### src/rtl/button_bank.sv
// N-channel push-button conditioner: sync, integrate, hysteresis latch, press/release/long events.
// Optional auto-repeat of press_o after a long press is enabled by defining BUTTON_AUTOREPEAT_EN.
module button_bank #(
    parameter int N_BUTTONS     = 4,
    parameter int CNT_W         = 15,
    parameter int LONG_CYCLES   = 25000000,
    parameter int REPEAT_CYCLES = 5000000
) (
    input  logic                 clock,
    input  logic                 reset_n,
    input  logic [N_BUTTONS-1:0] button_i,
    output logic [N_BUTTONS-1:0] level_o,
    output logic [N_BUTTONS-1:0] press_o,
    output logic [N_BUTTONS-1:0] release_o,
    output logic [N_BUTTONS-1:0] long_o,
    output logic                 any_o
);

    localparam int HOLD_W = $clog2(LONG_CYCLES + 1);
    localparam logic [CNT_W-1:0]  CNT_MAX   = '1;
    localparam logic [HOLD_W-1:0] HOLD_MAX  = HOLD_W'(LONG_CYCLES);
    localparam logic [HOLD_W-1:0] HOLD_LAST = HOLD_W'(LONG_CYCLES - 1);

`ifdef BUTTON_AUTOREPEAT_EN
    localparam int REP_W = $clog2(REPEAT_CYCLES + 1);
    localparam logic [REP_W-1:0] REP_LAST = REP_W'(REPEAT_CYCLES - 1);
`endif

    for (genvar g = 0; g < N_BUTTONS; g++) begin : g_chan
        logic              s1_q, s2_q;
        logic [CNT_W-1:0]  cnt_q, cnt_d;
        logic [HOLD_W-1:0] hold_q, hold_d;
        logic              level_q, latch_d;
        logic              press_q, release_q, long_q;
        logic              rise, fall, long_hit, rep_hit;

        // Events are derived from the latch's next value so they line up with level_o.
        always_comb begin
            cnt_d = cnt_q;
            if (s2_q && cnt_q != CNT_MAX) begin
                cnt_d = cnt_q + 1'b1;
            end else if (!s2_q && cnt_q != '0) begin
                cnt_d = cnt_q - 1'b1;
            end

            latch_d = level_q;
            if (cnt_q == CNT_MAX) begin
                latch_d = 1'b1;
            end else if (cnt_q == '0) begin
                latch_d = 1'b0;
            end

            hold_d = '0;
            if (latch_d) begin
                hold_d = (hold_q == HOLD_MAX) ? hold_q : hold_q + 1'b1;
            end

            rise     = latch_d & ~level_q;
            fall     = ~latch_d & level_q;
            long_hit = latch_d && (hold_q == HOLD_LAST);
        end

`ifdef BUTTON_AUTOREPEAT_EN
        logic [REP_W-1:0] rep_q, rep_d;

        // Repeat phase starts in the long_o cycle, once hold_q has saturated.
        always_comb begin
            rep_d   = '0;
            rep_hit = 1'b0;
            if (latch_d && hold_q == HOLD_MAX) begin
                rep_hit = (rep_q == REP_LAST);
                rep_d   = rep_hit ? '0 : rep_q + 1'b1;
            end
        end

        always_ff @(posedge clock or negedge reset_n) begin
            if (!reset_n) begin
                rep_q <= '0;
            end else begin
                rep_q <= rep_d;
            end
        end
`else
        assign rep_hit = 1'b0;
`endif

        always_ff @(posedge clock or negedge reset_n) begin
            if (!reset_n) begin
                s1_q      <= 1'b0;
                s2_q      <= 1'b0;
                cnt_q     <= '0;
                level_q   <= 1'b0;
                hold_q    <= '0;
                press_q   <= 1'b0;
                release_q <= 1'b0;
                long_q    <= 1'b0;
            end else begin
                s1_q      <= button_i[g];
                s2_q      <= s1_q;
                cnt_q     <= cnt_d;
                level_q   <= latch_d;
                hold_q    <= hold_d;
                press_q   <= rise | rep_hit;
                release_q <= fall;
                long_q    <= long_hit;
            end
        end

        assign level_o[g]   = level_q;
        assign press_o[g]   = press_q;
        assign release_o[g] = release_q;
        assign long_o[g]    = long_q;
    end

    assign any_o = |level_o;

endmodule

### config.mk
export PLATFORM = sky130hd
export DESIGN_NAME = button_bank
export DESIGN_NICKNAME = d
export VERILOG_FILES = /design/src/rtl/button_bank.sv
export SDC_FILE = /design/constraint.sdc
export NUM_CORES = 1
export LEC_CHECK = 0
export CORE_ASPECT_RATIO = 0.75
export CORE_MARGIN = 1.5
export CORE_UTILIZATION = 57
export CTS_CLUSTER_DIAMETER = 100
export CTS_CLUSTER_SIZE = 24
export DETAILED_ROUTE_END_ITERATION = 8
export HOLD_SLACK_MARGIN = 0.05
export PLACE_DENSITY = 0.83
export SLEW_MARGIN = 5
export SYNTH_ARGS = -nofsm -noshare
export SYNTH_HDL_FRONTEND = slang
export SYNTH_SLANG_ARGS = --single-unit
### constraint.sdc
create_clock -name clock -period 3.1 [get_ports clock]
set_input_delay 0.465 -clock clock [delete_from_list [all_inputs] [get_ports clock]]
set_output_delay 0.465 -clock clock [all_outputs]
set_load 0.02 [all_outputs]
## After elaboration in Yosys (flattened, before gate mapping)

Cells that the tools add are included.
W data, S select, Z words.

| word-level totals | value |
|---|---|
| flip-flop bits (word level) | 184 |
| bits in latches | 0 |
| memory bits (writable) | 0 |
| ROM bits | 0 |
| word-level logic and storage cells | 133 |
| memories | 0 |

| cells by class | value |
|---|---|
| add/sub/neg operators | 12 |
| multiply operators | 0 |
| div/mod/pow operators | 0 |
| $lt $le $gt $ge | 0 |
| equality and inequality tests | 20 |
| shifts and indexed selects | 0 |
| multiplexer cells | 24 |
| bitwise operators | 16 |
| reduce and logical (&&, ||, !) cells | 29 |

Operator list:

| kind | number |
|---|---|
| $eq A25 B25 Y1 const B | 8 |
| $mux W25 | 8 |
| $mux W15 | 8 |
| $add A25 B1 Y25 const B | 4 |
| $add A15 B1 Y15 const B | 4 |
| $eq A15 B15 Y1 const B | 4 |
| $logic_not A15 Y1 | 4 |
| $ne A15 B15 Y1 const B | 4 |
| $reduce_bool A15 Y1 | 4 |
| $sub A15 B1 Y15 const B | 4 |
| $logic_and A1 B1 Y1 | 12 |
| $and A1 B1 Y1 | 8 |
| $mux W1 | 8 |
| $ne A2 B2 Y1 const B | 4 |
| $not A1 Y1 | 8 |
| $reduce_bool A2 Y1 | 4 |
| $logic_not A1 Y1 | 4 |
| $reduce_or A4 Y1 | 1 |

## Longest topological paths before layout

| logic depth | value |
|---|---|
| depth in word-level cells | 5 |
| depth in mapped cells | 12 |

## Worst setup path before layout

OpenSTA, ideal clock, no wires.

| path | value |
|---|---|
| path type | reg2reg |
| from | register g_chan[3].cnt_q[0] |
| to | register g_chan[3].cnt_q[12] |
| arrival | 3.035 ns |
| data required time | 2.954 ns |
| path slack | -0.080 ns |
| stages on the path, launching flop included | 13 |
| path buffers | 0 |
| clock period less this slack | 3.180 ns |
| cell sequence | dfrtp_1 nand4_1 nor4_1 nand2b_1 inv_1 fa_1 nand2b_1 a31oi_1 o21ai_0 a211oi_1 o311ai_0 mux2i_1 o311ai_0 |

| between the ends | value |
|---|---|
| longest elaborated chain between the ends | 3 |

RTL lines:

| element | line | RTL |
|---|---|---|
| start, declared | 31 | `logic [CNT_W-1:0] cnt_q, cnt_d;` |
| start signal, assigned | 100 | `cnt_q <= cnt_d;` |
| $sub A15 B1 Y15 (tied with other cells) | 43 | `cnt_d = cnt_q - 1'b1;` |
| $mux W15 (tied with other cells) | 42 | `end else if (!s2_q && cnt_q != '0) begin` |
| $mux W15 or $reduce_bool A2 Y1 (tied branches) | - |  |

Parallel ways exist; a longest one is shown, timed or not. The select of a mux whose other input is x is not followed.
A chain may end at the register's enable or synchronous reset.

## Final worst setup path

| path | value |
|---|---|
| from | register g_chan[2].cnt_q[11] |
| to | register g_chan[2].cnt_q[13] |

| between the ends | value |
|---|---|
| longest elaborated chain between the ends | 3 |

RTL lines:

| element | line |
|---|---|
| start, declared | 31 |
| start signal, assigned | 100 |
| $sub A15 B1 Y15 (tied with other cells) | 43 |
| $mux W15 (tied with other cells) | 42 |
| $mux W15 or $reduce_bool A2 Y1 (tied branches) | - |

Parallel ways exist; a longest one is shown, timed or not. The select of a mux whose other input is x is not followed.

==> flow_summary.yaml <==
status:
  outcome: "complete, no violations"
timing:
  slew_headroom_pct: 43.9
  timing.hold.ws_ns: 0.109
  clock-skew-final_ns: 0.00887
  rsz0062_at_grt: "yes"
  final-hold-violation-count: 0
  post-route-min-period_ns: 3.00
  setup-violations-final: 0
  max_clock_freq_mhz: 333
  final-max-slew-violation-count: 0
  final.period_utilization_pct: 96.7
  tightestPinTransition_ns: 0.842
synth:
  synth_cells: 1086
  per_instance_average_area_after_synthesis_um2: 9.60
  netlist_top_cells_count: "sky130_fd_sc_hd__dfrtp_1 (184), sky130_fd_sc_hd__nor2_1 (135), sky130_fd_sc_hd__xor2_1 (88)"
  number_of_synthesized_flops_with_an_enable_pin: 0
  synth.yosys.seq_area_share_pct: 44.1
  syn_area_um2: 10400
  synth_largest_type_area_fraction_pct: 44.1
  synth_nets: 1160
  ys_top_cells_by_area: "sky130_fd_sc_hd__dfrtp_1 (44%), sky130_fd_sc_hd__ha_1 (7.7%), sky130_fd_sc_hd__xor2_1 (7.4%)"
  yosys.area.top_type: "sky130_fd_sc_hd__dfrtp_1"
  warning_count_from_the_yosys_run: 0
  ys_ff_latch: 184
  dominantRegCellSynth: "sky130_fd_sc_hd__dfrtp_1"
  synth.most_common_cell: "sky130_fd_sc_hd__dfrtp_1"
  post_synth_num_cell_types: 60
  synth_async_sr_flop_share_pct: 100
hold_path:
  worstHoldPathType: "in -> async"
global_route:
  number_of_global_route_vias_before_repair: 7902
  grt_max_degree: 94
  grt_first_pass_wirelength_mm: 37.5
  all_layer_gr_usage_pct: 24.0
  grt_antenna_before_repair: 0
  grt.overflow.total: 0
cts:
  worstSkewPairLatency_ns: 0.44
  clockBufferDepth: 2
  clock_tree.root_cell: "sky130_fd_sc_hd__clkbuf_16"
  tritoncts.num_buffers: 17
  postCtsHoldBufs: 0
  cts_tree: "built"
  clock_tree.htree_level_count: 4
  cts_clock_pin_slew_for_the_worst_setup_and_hold_paths_ns: 0.07
  numClockSinks: 184
floorplanning:
  dieHeight_um: 120
  placementRows: 42
  chipWidth_um: 159
  design.core.area_um2: 17800
  ios: 23
  design.die.area_um2: 19100
  start_util_pct: 58.7
layout:
  layout.core_utilization_pct: 67.2
  syn_to_final_growth_pct: 14.4
  layout.area.seq_um2: 4610
  insertedDiodeCount: 0
  n_fill_cell: 1326
  multi_input_comb_area_um2: 5710
  drive_gt1_share_pct: 10.7
  num-nets-final: 1208
worst_setup_path:
  critPathRequiredTime_ns: 3.42
  critPathLaunchType: "register"
  worst-setup-path-type: "reg -> reg"
  setup.worst_path.start: "g_chan[2].cnt_q[11]$_DFFE_PN0P_"
  worst_r2r_endpoint: "g_chan[2].cnt_q[13]$_DFFE_PN0P_"
  crit_arrival_ns: 3.32
  critical_path.max_fanout: 7
  r2r_start: "g_chan[2].cnt_q[11]$_DFFE_PN0P_"
  worst-r2r-setup-slack_ns: 0.10
  r2r_worst_path_depth: 12
  timing.critical_path.to_type: "register"
route:
  drt_drc_violations_left: 0
  route.final.wire_length_mm: 22.4
  routedWlPerCell_um: 16.1
  drt_pre_antenna_iters: 7
  drt-initial-drc-count: 674
  detailroute.via_count: 8185
  antenna_left: 0
  post_detailed_route_via_to_cell_ratio: 5.89
pwr:
  power.density_nw_per_um2: 778
  ir_worst_vdd_uv: 419
  leakage_power_summed_over_all_cells_nw: 5.10
placement:
  place_hpwl_mm: 15.0
  port_buffers: 22
  finalWeightedCongestion: 0.891
flow_run:
  maxCapViolations: 0
==> layer usage <==
metal / global-route usage [%] / part of all wire (%) / vias to the layer above
met1: 33.8 / 48 / 4006
met3: 3.77 / 4.0 / 30
li1: - / - / 3933
met4: 7.78 / 1.3 / 0
met2: 38.0 / 46 / 216
met5: 0 / 0 / -
==> report_power, final <==
group	internal (mW)	switching (mW)	total [mW]	leakage, nW
sequential	2.83	0.377	3.21	2.43
combinational	1.66	2.10	3.76	2.37
clock	1.35	0.958	2.31	0.308
==> through the flow <==
step / total power [mW] / std cells / area (um2) / TNS, ns / setup slack (ns)
3_5_place_dp: 6.63 / 1349 / 11000 / -0.260 / -0.114
4_1_cts: 9.01 / 1381 / 11700 / 0 / 0.00743
2_1_floorplan: 5.77 / 1086 / 10400 / 0 / 0.0354
3_3_place_gp: 6.48 / 1349 / 11000 / 0 / 0.0456
5_1_grt: 9.86 / 1389 / 11900 / -0.175 / -0.0645
6_report: 9.28 / 1389 / 11900 / 0 / 0.101
==> what timing repair did <==
action                                  in CTS  in global routing
buffers inserted                             0                  6
pin swaps                                    1                  5
gates cloned                                 0                  2
gates resized for setup                      7                 33
endpoints found under the setup margin       7                 18
==> worst max-delay path by stage <==
| stage | endpoint | slack, ns | cells past startpoint |
|---|---|---|---|
| after global placement | g_chan[0].cnt_q[12]$_DFFE_PN0P_ | 0.05 | 12 |
| after floorplan | g_chan[0].cnt_q[12]$_DFFE_PN0P_ | 0.04 | 12 |
| final | g_chan[2].cnt_q[13]$_DFFE_PN0P_ | 0.10 | 12 |
| after CTS | g_chan[2].cnt_q[14]$_DFFE_PN0P_ | 0.007 | 11 |
| after global routing | g_chan[1].cnt_q[12]$_DFFE_PN0P_ | -0.06 | 13 |
| after detailed placement | g_chan[3].cnt_q[12]$_DFFE_PN0P_ | -0.11 | 12 |
==> cell type report <==
type,count,share of cell area [%]
clock buffers,17,3.57
clock inverters,15,1.68
inverters,41,1.29
multi-input cells,828,47.8
flip-flops and latches,184,38.6
well taps,242,2.54
repair buffers,62,4.50
==> cell families (layout without fill, tap and decap cells) <==
| logic type | after synthesis | count (layout) | synth area share, % |
|---|---|---|---|
| AO/OA/AOI/OAI | 188 | 188 | 10.9 |
| XOR/XNOR | 132 | 132 | 11.1 |
| adder cells (fa/ha/maj) | 68 | 68 | 8.45 |
| buffers and inverters | 76 | 135 | 3.39 |
| flip-flops | 184 | 184 | 44.1 |
| multiplexers | 11 | 11 | 1.10 |
| AND/OR/NAND/NOR | 427 | 429 | 20.9 |
==> placed cells by master (no fill, tap or decap), drive strengths merged, types with 9 or more instances in the layout <==
| cell | count |
|---|---|
| a211oi | 9 |
| a21o | 15 |
| a21oi | 52 |
| and3 | 24 |
| and4 | 12 |
| buf | 40 |
| clkbuf | 18 |
| clkdlybuf4s50 | 21 |
| dfrtp | 184 |
| ha | 64 |
| inv | 44 |
| nand2 | 66 |
| nand2b | 20 |
| nand3 | 49 |
| nand4 | 28 |
| nor2 | 137 |
| nor3 | 19 |
| nor4 | 32 |
| o21ai | 66 |
| xnor2 | 44 |
| xor2 | 88 |
==> sequential cells by signal (all words and copies together), names as in the netlist <==
name / cells
g_chan.cnt_q: 60
g_chan.hold_q: 100
g_chan.level_q: 4
g_chan.long_q: 4
g_chan.press_q: 4
g_chan.release_q: 4
g_chan.s1_q: 4
g_chan.s2_q: 4
==> worst max-delay path, stage by stage (launching register included) <==
cell and delay [ns]:
sky130_fd_sc_hd__dfrtp_1 0.39, sky130_fd_sc_hd__nand4_1 0.16, sky130_fd_sc_hd__nor4_4 0.35, sky130_fd_sc_hd__nand2b_4 0.22
sky130_fd_sc_hd__buf_4 0.16, sky130_fd_sc_hd__ha_1 0.32, sky130_fd_sc_hd__a21o_1 0.25, sky130_fd_sc_hd__a311oi_1 0.37
sky130_fd_sc_hd__nand2_1 0.08, sky130_fd_sc_hd__o21ai_0 0.08, sky130_fd_sc_hd__a21oi_1 0.08, sky130_fd_sc_hd__xor2_1 0.16
sky130_fd_sc_hd__mux2_2 0.26
(Power assumes the default switching activity.)
